[config.mk]
export PLATFORM = sky130hd
export DESIGN_NAME = uart_tx_arbiter
export DESIGN_NICKNAME = d
export VERILOG_FILES = /design/src/rtl/uart_pkg.sv /design/src/rtl/rr_pick.sv /design/src/rtl/uart_tx_arbiter.sv
export SDC_FILE = /design/constraint.sdc
export NUM_CORES = 1
export LEC_CHECK = 0
export BUFFER_PORTS_ARGS = -buffer_cell sky130_fd_sc_hd__buf_2
export CAP_MARGIN = 40
export CORE_MARGIN = 5
export CORE_UTILIZATION = 42
export DETAILED_ROUTE_END_ITERATION = 10
export PLACE_DENSITY = 0.66
export SETUP_SLACK_MARGIN = 0.2
export SLEW_MARGIN = 10
export SYNTH_ARGS = -nofsm -noshare
export SYNTH_HDL_FRONTEND = slang
export SYNTH_SLANG_ARGS = --single-unit
[constraint.sdc]
create_clock -name clk_100MHz -period 3.05 [get_ports clk_100MHz]
set_clock_uncertainty 0.2 [all_clocks]
set_input_delay 0.1525 -clock clk_100MHz [delete_from_list [all_inputs] [get_ports clk_100MHz]]
set_output_delay 0.1525 -clock clk_100MHz [all_outputs]
set_load 0.05 [all_outputs]
[src/rtl/uart_pkg.sv]
// uart_pkg - shared state encoding and defaults for the UART transmit path.
// Revision 1.0
`default_nettype none
package uart_pkg;

  localparam int DBITS_DEFAULT = 8;

  localparam logic [1:0] ST_ARB       = 2'd0;
  localparam logic [1:0] ST_ISSUE     = 2'd1;
  localparam logic [1:0] ST_WAIT_BUSY = 2'd2;
  localparam logic [1:0] ST_WAIT_DONE = 2'd3;

endpackage
`default_nettype wire

[src/rtl/rr_pick.sv]
// rr_pick - combinational round-robin pick: first set request after index `last`, cyclically.
// Revision 1.0
`default_nettype none
module rr_pick #(
  parameter int NREQ = 4,
  parameter int IDXW = $clog2(NREQ)
) (
  input  logic [NREQ-1:0] req,
  input  logic [IDXW-1:0] last,
  output logic [NREQ-1:0] gnt,
  output logic            any
);

  logic [IDXW:0]     sh;
  logic [2*NREQ-1:0] dbl;
  logic [2*NREQ-1:0] back;
  logic [NREQ-1:0]   rot;
  logic [NREQ-1:0]   first;

  // Rotate so bit 0 is the index just after `last`, isolate the lowest set bit, rotate back.
  assign sh    = {1'b0, last} + 1'b1;
  assign dbl   = {req, req} >> sh;
  assign rot   = dbl[NREQ-1:0];
  assign first = rot & (~rot + 1'b1);
  assign back  = {{NREQ{1'b0}}, first} << sh;
  assign gnt   = back[NREQ-1:0] | back[2*NREQ-1:NREQ];
  assign any   = |req;

endmodule
`default_nettype wire

[src/rtl/uart_tx_arbiter.sv]
// uart_tx_arbiter - round-robin sharing of one uart_transmitter; packet lock when UART_TX_ARB_LOCK_EN is defined.
// Revision 1.0
`default_nettype none
module uart_tx_arbiter
  import uart_pkg::*;
#(
  parameter int NREQ         = 4,
  parameter int DBITS        = DBITS_DEFAULT,
  parameter int LOCK_TIMEOUT = 255
) (
  input  logic                  clk_100MHz,
  input  logic                  reset,
  input  logic [NREQ-1:0]       req_valid,
  input  logic [NREQ*DBITS-1:0] req_data,
  input  logic [NREQ-1:0]       req_last,
  output logic [NREQ-1:0]       req_ready,
  output logic                  tx_start,
  output logic [DBITS-1:0]      tx_data,
  input  logic                  tx_ready,
  output logic [NREQ-1:0]       grant,
  output logic                  locked
);

  localparam int IDXW = $clog2(NREQ);

  logic [1:0]       state_q, state_d;
  logic [IDXW-1:0]  last_grant_q, last_grant_d;
  logic [NREQ-1:0]  grant_q, grant_d;
  logic [DBITS-1:0] tx_data_q, tx_data_d;
  logic             lock_on;
  logic [NREQ-1:0]  lock_mask, eligible, win_oh;
  logic             win_any, accept;
  logic [IDXW-1:0]  win_idx;

  // While locked, only the requester that took the lock (last winner) may compete.
  assign lock_mask = {{(NREQ-1){1'b0}}, 1'b1} << last_grant_q;
  assign eligible  = lock_on ? (req_valid & lock_mask) : req_valid;

  rr_pick #(
    .NREQ (NREQ),
    .IDXW (IDXW)
  ) u_rr_pick (
    .req  (eligible),
    .last (last_grant_q),
    .gnt  (win_oh),
    .any  (win_any)
  );

  assign accept = (state_q == ST_ARB) && tx_ready && win_any;

  always_comb begin
    win_idx = '0;
    for (int i = 0; i < NREQ; i++)
      if (win_oh[i]) win_idx = IDXW'(i);
  end

  always_ff @(posedge clk_100MHz or posedge reset) begin
    if (reset) state_q <= ST_ARB;
    else       state_q <= state_d;
  end

  always_comb begin
    state_d = state_q;
    case (state_q)
      ST_ARB:       if (accept)    state_d = ST_ISSUE;
      ST_ISSUE:                    state_d = ST_WAIT_BUSY;
      ST_WAIT_BUSY: if (!tx_ready) state_d = ST_WAIT_DONE;
      ST_WAIT_DONE: if (tx_ready)  state_d = ST_ARB;
      default:                     state_d = ST_ARB;
    endcase
  end

  always_comb begin
    req_ready = accept ? win_oh : '0;
    tx_start  = (state_q == ST_ISSUE);
  end

  always_comb begin
    last_grant_d = last_grant_q;
    grant_d      = grant_q;
    tx_data_d    = tx_data_q;
    if (accept) begin
      last_grant_d = win_idx;
      grant_d      = win_oh;
      tx_data_d    = req_data[win_idx*DBITS +: DBITS];
    end else if ((state_q == ST_WAIT_DONE) && tx_ready) begin
      grant_d = '0;
    end
  end

  always_ff @(posedge clk_100MHz or posedge reset) begin
    if (reset) begin
      last_grant_q <= IDXW'(NREQ-1);
      grant_q      <= '0;
      tx_data_q    <= '0;
    end else begin
      last_grant_q <= last_grant_d;
      grant_q      <= grant_d;
      tx_data_q    <= tx_data_d;
    end
  end

  assign grant   = grant_q;
  assign tx_data = tx_data_q;
  assign locked  = lock_on;

`ifdef UART_TX_ARB_LOCK_EN
  localparam int CW = $clog2(LOCK_TIMEOUT+1);

  logic          locked_q, locked_d;
  logic [CW-1:0] lock_cnt_q, lock_cnt_d;

  // Idle cycles of the lock owner are counted only while waiting in ARB.
  always_comb begin
    locked_d   = locked_q;
    lock_cnt_d = lock_cnt_q;
    if (accept) begin
      locked_d   = ~req_last[win_idx];
      lock_cnt_d = '0;
    end else if (locked_q && (state_q == ST_ARB) && (eligible == '0)) begin
      if (lock_cnt_q != CW'(LOCK_TIMEOUT)) lock_cnt_d = lock_cnt_q + 1'b1;
      if (lock_cnt_d == CW'(LOCK_TIMEOUT)) begin
        locked_d   = 1'b0;
        lock_cnt_d = '0;
      end
    end
  end

  always_ff @(posedge clk_100MHz or posedge reset) begin
    if (reset) begin
      locked_q   <= 1'b0;
      lock_cnt_q <= '0;
    end else begin
      locked_q   <= locked_d;
      lock_cnt_q <= lock_cnt_d;
    end
  end

  assign lock_on = locked_q;
`else
  logic [NREQ-1:0] unused_req_last;
  logic [31:0]     unused_lock_timeout;

  assign lock_on             = 1'b0;
  assign unused_req_last     = req_last;
  assign unused_lock_timeout = 32'(LOCK_TIMEOUT);
`endif

endmodule
`default_nettype wire

==> After elaboration in Yosys (flattened, before gate mapping) <==
Index checks and enable logic that the tools add are counted.
{ "word_totals": {"regBits": 16, "inputBits": 43, "word_cells": 35, "output_inout_bits": 18} }
{ "classes": {"shift": 3, "bitwise": 3, "n_addsub": 2, "muxes": 10, "n_eq_ne": 6, "reduce_logical": 7} }
{ "op_table": {"columns": ["op", "count"], "rows": [
  ["32-bit by 6-bit variable part select with 8-bit output", 1],
  ["4-bit two-way mux", 3],
  ["2-bit two-way mux", 5],
  ["2-bit case mux with 4 select lines", 1],
  ["4-bit by 3-bit << shifter with 8-bit output", 1],
  ["8-bit by 3-bit right shift with 4-bit output", 1],
  ["2-bit inequality test (second input constant)", 3],
  ["4-bit by 1-bit adder with 4-bit output (second input constant)", 1],
  ["4-bit bitwise AND", 1],
  ["2-bit == test (second input constant)", 2],
  ["4-bit NOT", 1],
  ["4-bit bitwise OR", 1],
  ["4-bit OR reduction", 1],
  ["2-bit by 1-bit adder with 3-bit output (second input constant)", 1],
  ["1-bit logical AND", 3],
  ["3-bit AND reduction", 1],
  ["2-bit by 1-bit == test with 1-bit output (second input constant)", 1],
  ["2-bit zero test", 1],
  ["2-bit nonzero test", 1],
  ["1-bit two-way mux", 1]
]} }

==> Longest topological paths before layout <==
{ "depth": {"depth_word": 11, "mapped_depth": 8, "mapped_depth_nobuf": 6} }

==> Modules after synthesis <==
Synthesis repeated with hierarchy kept, for this count alone.
{ "hier_totals": {"hier_cells": 118, "hier_area_um2": 1106.1} }
{ "by_module_without_submodules": {"columns": ["module", "instances", "area_per_inst_um2", "cells_per_inst", "seq_area_each_um2"], "rows": [
  ["uart_tx_arbiter", 1, 917.1, 91, 402.9],
  ["rr_pick", 1, 188.9, 27, 0.0]
]} }

==> Least setup slack after synthesis <==
OpenSTA, ideal clock, no wires.
{ "synth_timing": {"kind": "flip-flop to output port", "start": "reg last_grant_q[1]", "end": "out req_ready[0]", "n_path_buf": 3, "arrival_time_ps": 2393, "path_stages_with_launch": 7, "slack_ps": 305, "t_required_ps": 2697, "path_cell_list": "dfstp_2 ha_1 clkbuf_1 clkbuf_1 clkbuf_1 a21oi_1 nor2_1"} }
{ "synth_between": {"elab_chain_len": 8} }
{ "synth_rtl": {"columns": ["item", "line", "source"], "rows": [
  ["start, declared", "uart_tx_arbiter.sv:27", "logic [IDXW-1:0] last_grant_q, last_grant_d;"],
  ["start signal, assigned", "uart_tx_arbiter.sv:93", "last_grant_q <= IDXW'(NREQ-1);"],
  ["start signal, assigned", "uart_tx_arbiter.sv:97", "last_grant_q <= last_grant_d;"],
  ["2-bit by 1-bit adder with 3-bit output *", "rr_pick.sv:21", "assign sh = {1'b0, last} + 1'b1;"],
  ["8-bit by 3-bit right shift with 4-bit output", "rr_pick.sv:22", "assign dbl = {req, req} >> sh;"],
  ["4-bit NOT", "rr_pick.sv:24", "assign first = rot & (~rot + 1'b1);"],
  ["4-bit by 1-bit adder with 4-bit output", "rr_pick.sv:24", null],
  ["4-bit bitwise AND", "rr_pick.sv:24", null],
  ["4-bit by 3-bit << shifter with 8-bit output *", "rr_pick.sv:25", "assign back = {{NREQ{1'b0}}, first} << sh;"],
  ["4-bit bitwise OR *", "rr_pick.sv:26", "assign gnt = back[NREQ-1:0] | back[2*NREQ-1:NREQ];"],
  ["4-bit two-way mux *", "uart_tx_arbiter.sv:74", "req_ready = accept ? win_oh : '0;"],
  ["end, declared", "uart_tx_arbiter.sv:16", "output logic [NREQ-1:0] req_ready,"]
]} }
Mark *: on every way between the ends. The rest lies on a longest branch, timed or not.

==> Worst setup path after layout <==
{ "layout_timing": {"start": "reg last_grant_q[1]", "end": "out req_ready[3]"} }
The elaborated chain is that of the path after synthesis.

==> impl_metrics.ini <==
[run_status]
run_status = finished, final reports clean

[power_and_ir_drop]
power.sequential.fraction = 0.171
power.share.switching = 0.5445
power_per_cell_area_mw_per_mm2 = 1095
power.share.combinational = 0.751
clkPwrFrac = 0.077
vdd.ir_drop.worst_v = 0.0004468
power.leakage_uw = 0.001097
internal_portion_of_total_power_uw = 1096
switching_power_uw = 1310

[timing]
worst_pin_slew_ps = 613.5
final.min_clock_period_ps = 2708
timing.final.hold_violations = 0
rsz0062_at_grt = no
fin_crit_sh = 0.8877
setup_violations = 0
max_freq_ghz = 0.3693
final_max_slew_viol_count = 0
tns_ps = 0
worst_slew_margin_rel = 0.5906

[die]
die_area_mm2 = 0.005483
ios = 61
fp.coreArea_mm2 = 0.004000
die_width_um = 74.05
fp-row-count = 23
starting_density = 0.4307
die-height_um = 74.05

[setup_path]
worst-r2r-cell-count = 6
crit-reg2reg-launch = last_grant_q[1]
worstPathRequired_ps = 2700
crit_path_frequent_cell = sky130_fd_sc_hd__buf_4
crit_path_max_fanout = 17
cp_max_delay_cell = sky130_fd_sc_hd__or3b_1
crit_type = reg -> out
setup.worst_path.start_class = flop
critical_path.reg2reg.endpoint = tx_data[6]
cp_slowest_stage_delay_ps = 430
crit_path_cell_trace = or3b_1 -> a2111oi_4 -> buf_4 -> o31ai_2 -> buf_4 -> nor2_1 -> clkbuf_4
crit_arrival_ps = 2360
timing.reg2reg.setup_slack_ps = 530
critPathTopFamily = buffers and inverters
endpoint_kind = primary output
worstPathBufferInverterCount = 3

[yosys]
synth_sequential_area_ratio = 0.2338
synthesis.yosys.warnings = 0
synthDistinctLibCells = 54
post_synth.cell_area_avg_um2 = 8.572
ys_top_cells_by_count = sky130_fd_sc_hd__inv_1 (20), sky130_fd_sc_hd__nand2_1 (19), sky130_fd_sc_hd__o2111ai_1 (17)
syn-cell-area_mm2 = 0.001723
netlist.top_cell.by_area = sky130_fd_sc_hd__dfrtp_1
synthTopCellsByArea = sky130_fd_sc_hd__dfrtp_1 (20%), sky130_fd_sc_hd__o2111ai_1 (8.6%), sky130_fd_sc_hd__o211a_1 (5.8%)
async_flop_share = 1.000
yosysMostFrequentCell = sky130_fd_sc_hd__inv_1
synthesis.nets = 250
post_synthesis_sequential_element_count = 16
syn_inst = 201
synthFlopType = sky130_fd_sc_hd__dfrtp_1
netlist.area_leader.share = 0.2033
synth_enable_flop_cells = 0

[cells_and_area]
n_antenna_cell = 0
fillerInstances = 382
flow.area_growth_from_synthesis_pct = 27.45
fin_cells = 312
layout-drive-gt1-share = 0.3588
post_layout_nets = 312

[clock_tree]
tritoncts_num_sinks = 16
cts-root-buf = sky130_fd_sc_hd__clkbuf_8
h_tree_levels = 1
clk_pin_slew_worst_paths_ps = 60
tritoncts.num_buffers = 3
clock_latency_on_the_worst_skew_pair_ps = 240
cts_buffer_depth = 2
clock_tree_from_tritoncts = done

[route]
wl_per_cell_um = 15.48
via_per_inst = 5.766
route.vias.total = 1799
drt_pass1_iterations = 4
antenna_left = 0
detail_route.wirelength_mm = 4.830
drc_errors = 0
drt-initial-drc-count = 72

[grt]
first_global_vias = 1678
grt-ovfl-total = 0
antenna_found_initial = 0
groute.usage.overall = 0.1748
grt_start_max_net_pins = 23
grt_pass1_wl_mm = 7.728

[placement]
placement.io_buffers = 55
dp_hpwl_mm = 3.607
place_congestion = 0.8505
dpl.cell_count = 303

[min_path]
worst_hold_startpoint = req_data[21]
worst_hold_path_depth = 3
holdCritPathClass = in -> reg
min_delay_worst_endpoint = tx_data[5]

[flow_run]
drv.max_cap_violation_count = 0
[power by group through the flow]
stage	Clock, uW	Sequential [uW]	Combinational (uW)
3_5_place_dp	0	437	1730
5_1_grt	196	428	1980
4_1_cts	189	434	1740
6_report	186	412	1810
3_3_place_gp	0	438	1720
2_1_floorplan	0	619	1100
[routing by layer]
metal / part of all wire / vias up / track usage
li1: - / 908 / -
met1: 0.48 / 840 / 0.2422
met2: 0.46 / 49 / 0.2963
met3: 0.060 / 2 / 0.02027
met4: 0.0039 / 0 / 0.03018
met5: 0 / - / 0
[sequential cells by signal (all words and copies together) (netlist names)]
| register | flops |
|---|---|
| tx_data | 8 |
| state_q | 2 |
| last_grant_q | 2 |
| grant | 4 |
[cells in the final DEF (no fill, tap or decap), types with 2 or more instances in the layout]
cell / n
sky130_fd_sc_hd__o211ai_1: 7
sky130_fd_sc_hd__a211oi_1: 2
sky130_fd_sc_hd__ha_1: 6
sky130_fd_sc_hd__nand2_1: 19
sky130_fd_sc_hd__o21ai_0: 3
sky130_fd_sc_hd__nor2b_1: 11
sky130_fd_sc_hd__nor3b_1: 2
sky130_fd_sc_hd__a311oi_1: 7
sky130_fd_sc_hd__o2111ai_1: 17
sky130_fd_sc_hd__mux2_2: 2
sky130_fd_sc_hd__o31a_1: 8
sky130_fd_sc_hd__o311ai_0: 8
sky130_fd_sc_hd__o21ai_1: 2
sky130_fd_sc_hd__clkbuf_8: 4
sky130_fd_sc_hd__a21oi_1: 6
sky130_fd_sc_hd__buf_2: 54
sky130_fd_sc_hd__and2_1: 2
sky130_fd_sc_hd__nor2_1: 5
sky130_fd_sc_hd__o211a_1: 10
sky130_fd_sc_hd__buf_4: 20
sky130_fd_sc_hd__dfrtp_1: 14
sky130_fd_sc_hd__inv_1: 20
[kinds of logic after synthesis]
group           share of synthesized area
compound gates                     0.4227
buf+inv                            0.1017
fa+ha+maj                         0.04357
mux                               0.02106
other cells                      0.002177
flops                              0.2338
simple gates                       0.1750
[worst max path at each step]
stage | endpoint | depth (start not counted) | slack, ps | from
2_1_floorplan | req_ready[0] | 6 | 300 | last_grant_q[1]
3_3_place_gp | req_ready[3] | 7 | 500 | last_grant_q[1]
3_5_place_dp | req_ready[3] | 7 | 490 | last_grant_q[1]
4_1_cts | req_ready[3] | 7 | 210 | last_grant_q[1]
5_1_grt | req_ready[3] | 7 | 210 | last_grant_q[1]
6_report | req_ready[3] | 7 | 340 | last_grant_q[1]
[per-stage QoR]
| step | utilization | hold slack, ps | instance area (um^2) | power (uW) | setup slack (ps) |
|---|---|---|---|---|---|
| after floorplan | - | -135.2 | 1723 | 1723 | 304.7 |
| after global placement | 0.5221 | 52.63 | 2088 | 2153 | 497.4 |
| after detailed placement | 0.5221 | 56.42 | 2088 | 2166 | 486.2 |
| after CTS | 0.5383 | 19.52 | 2153 | 2360 | 207.2 |
| after global routing | 0.5490 | 37.25 | 2196 | 2600 | 211.5 |
| final | 0.5490 | 18.12 | 2196 | 2406 | 342.4 |
[layout make-up]
| cell class | count | area [um^2] | area share |
|---|---|---|---|
| sequential | 16 | 406.6 | 0.1852 |
| multi-input combinational | 146 | 1159 | 0.5276 |
| clock buffer | 4 | 55.05 | 0.02507 |
| tap | 50 | 62.56 | 0.02849 |
| timing repair buffer | 76 | 437.9 | 0.1994 |
| inverter | 20 | 75.07 | 0.03419 |
[repair_timing]
item,CTS,global route
endpoints found under the hold margin,14,0
setup endpoints to repair,0,2
buffers inserted,0,4
hold buffers,1,0
resized for setup,0,3
[worst min-delay path: cells and delay by family]
kind | cells | cell delay, ps
buffers and inverters | 1 | 80
AOI/OAI and AO/OA | 2 | 190
No activity file was read; power rests on OpenSTA's default activity.
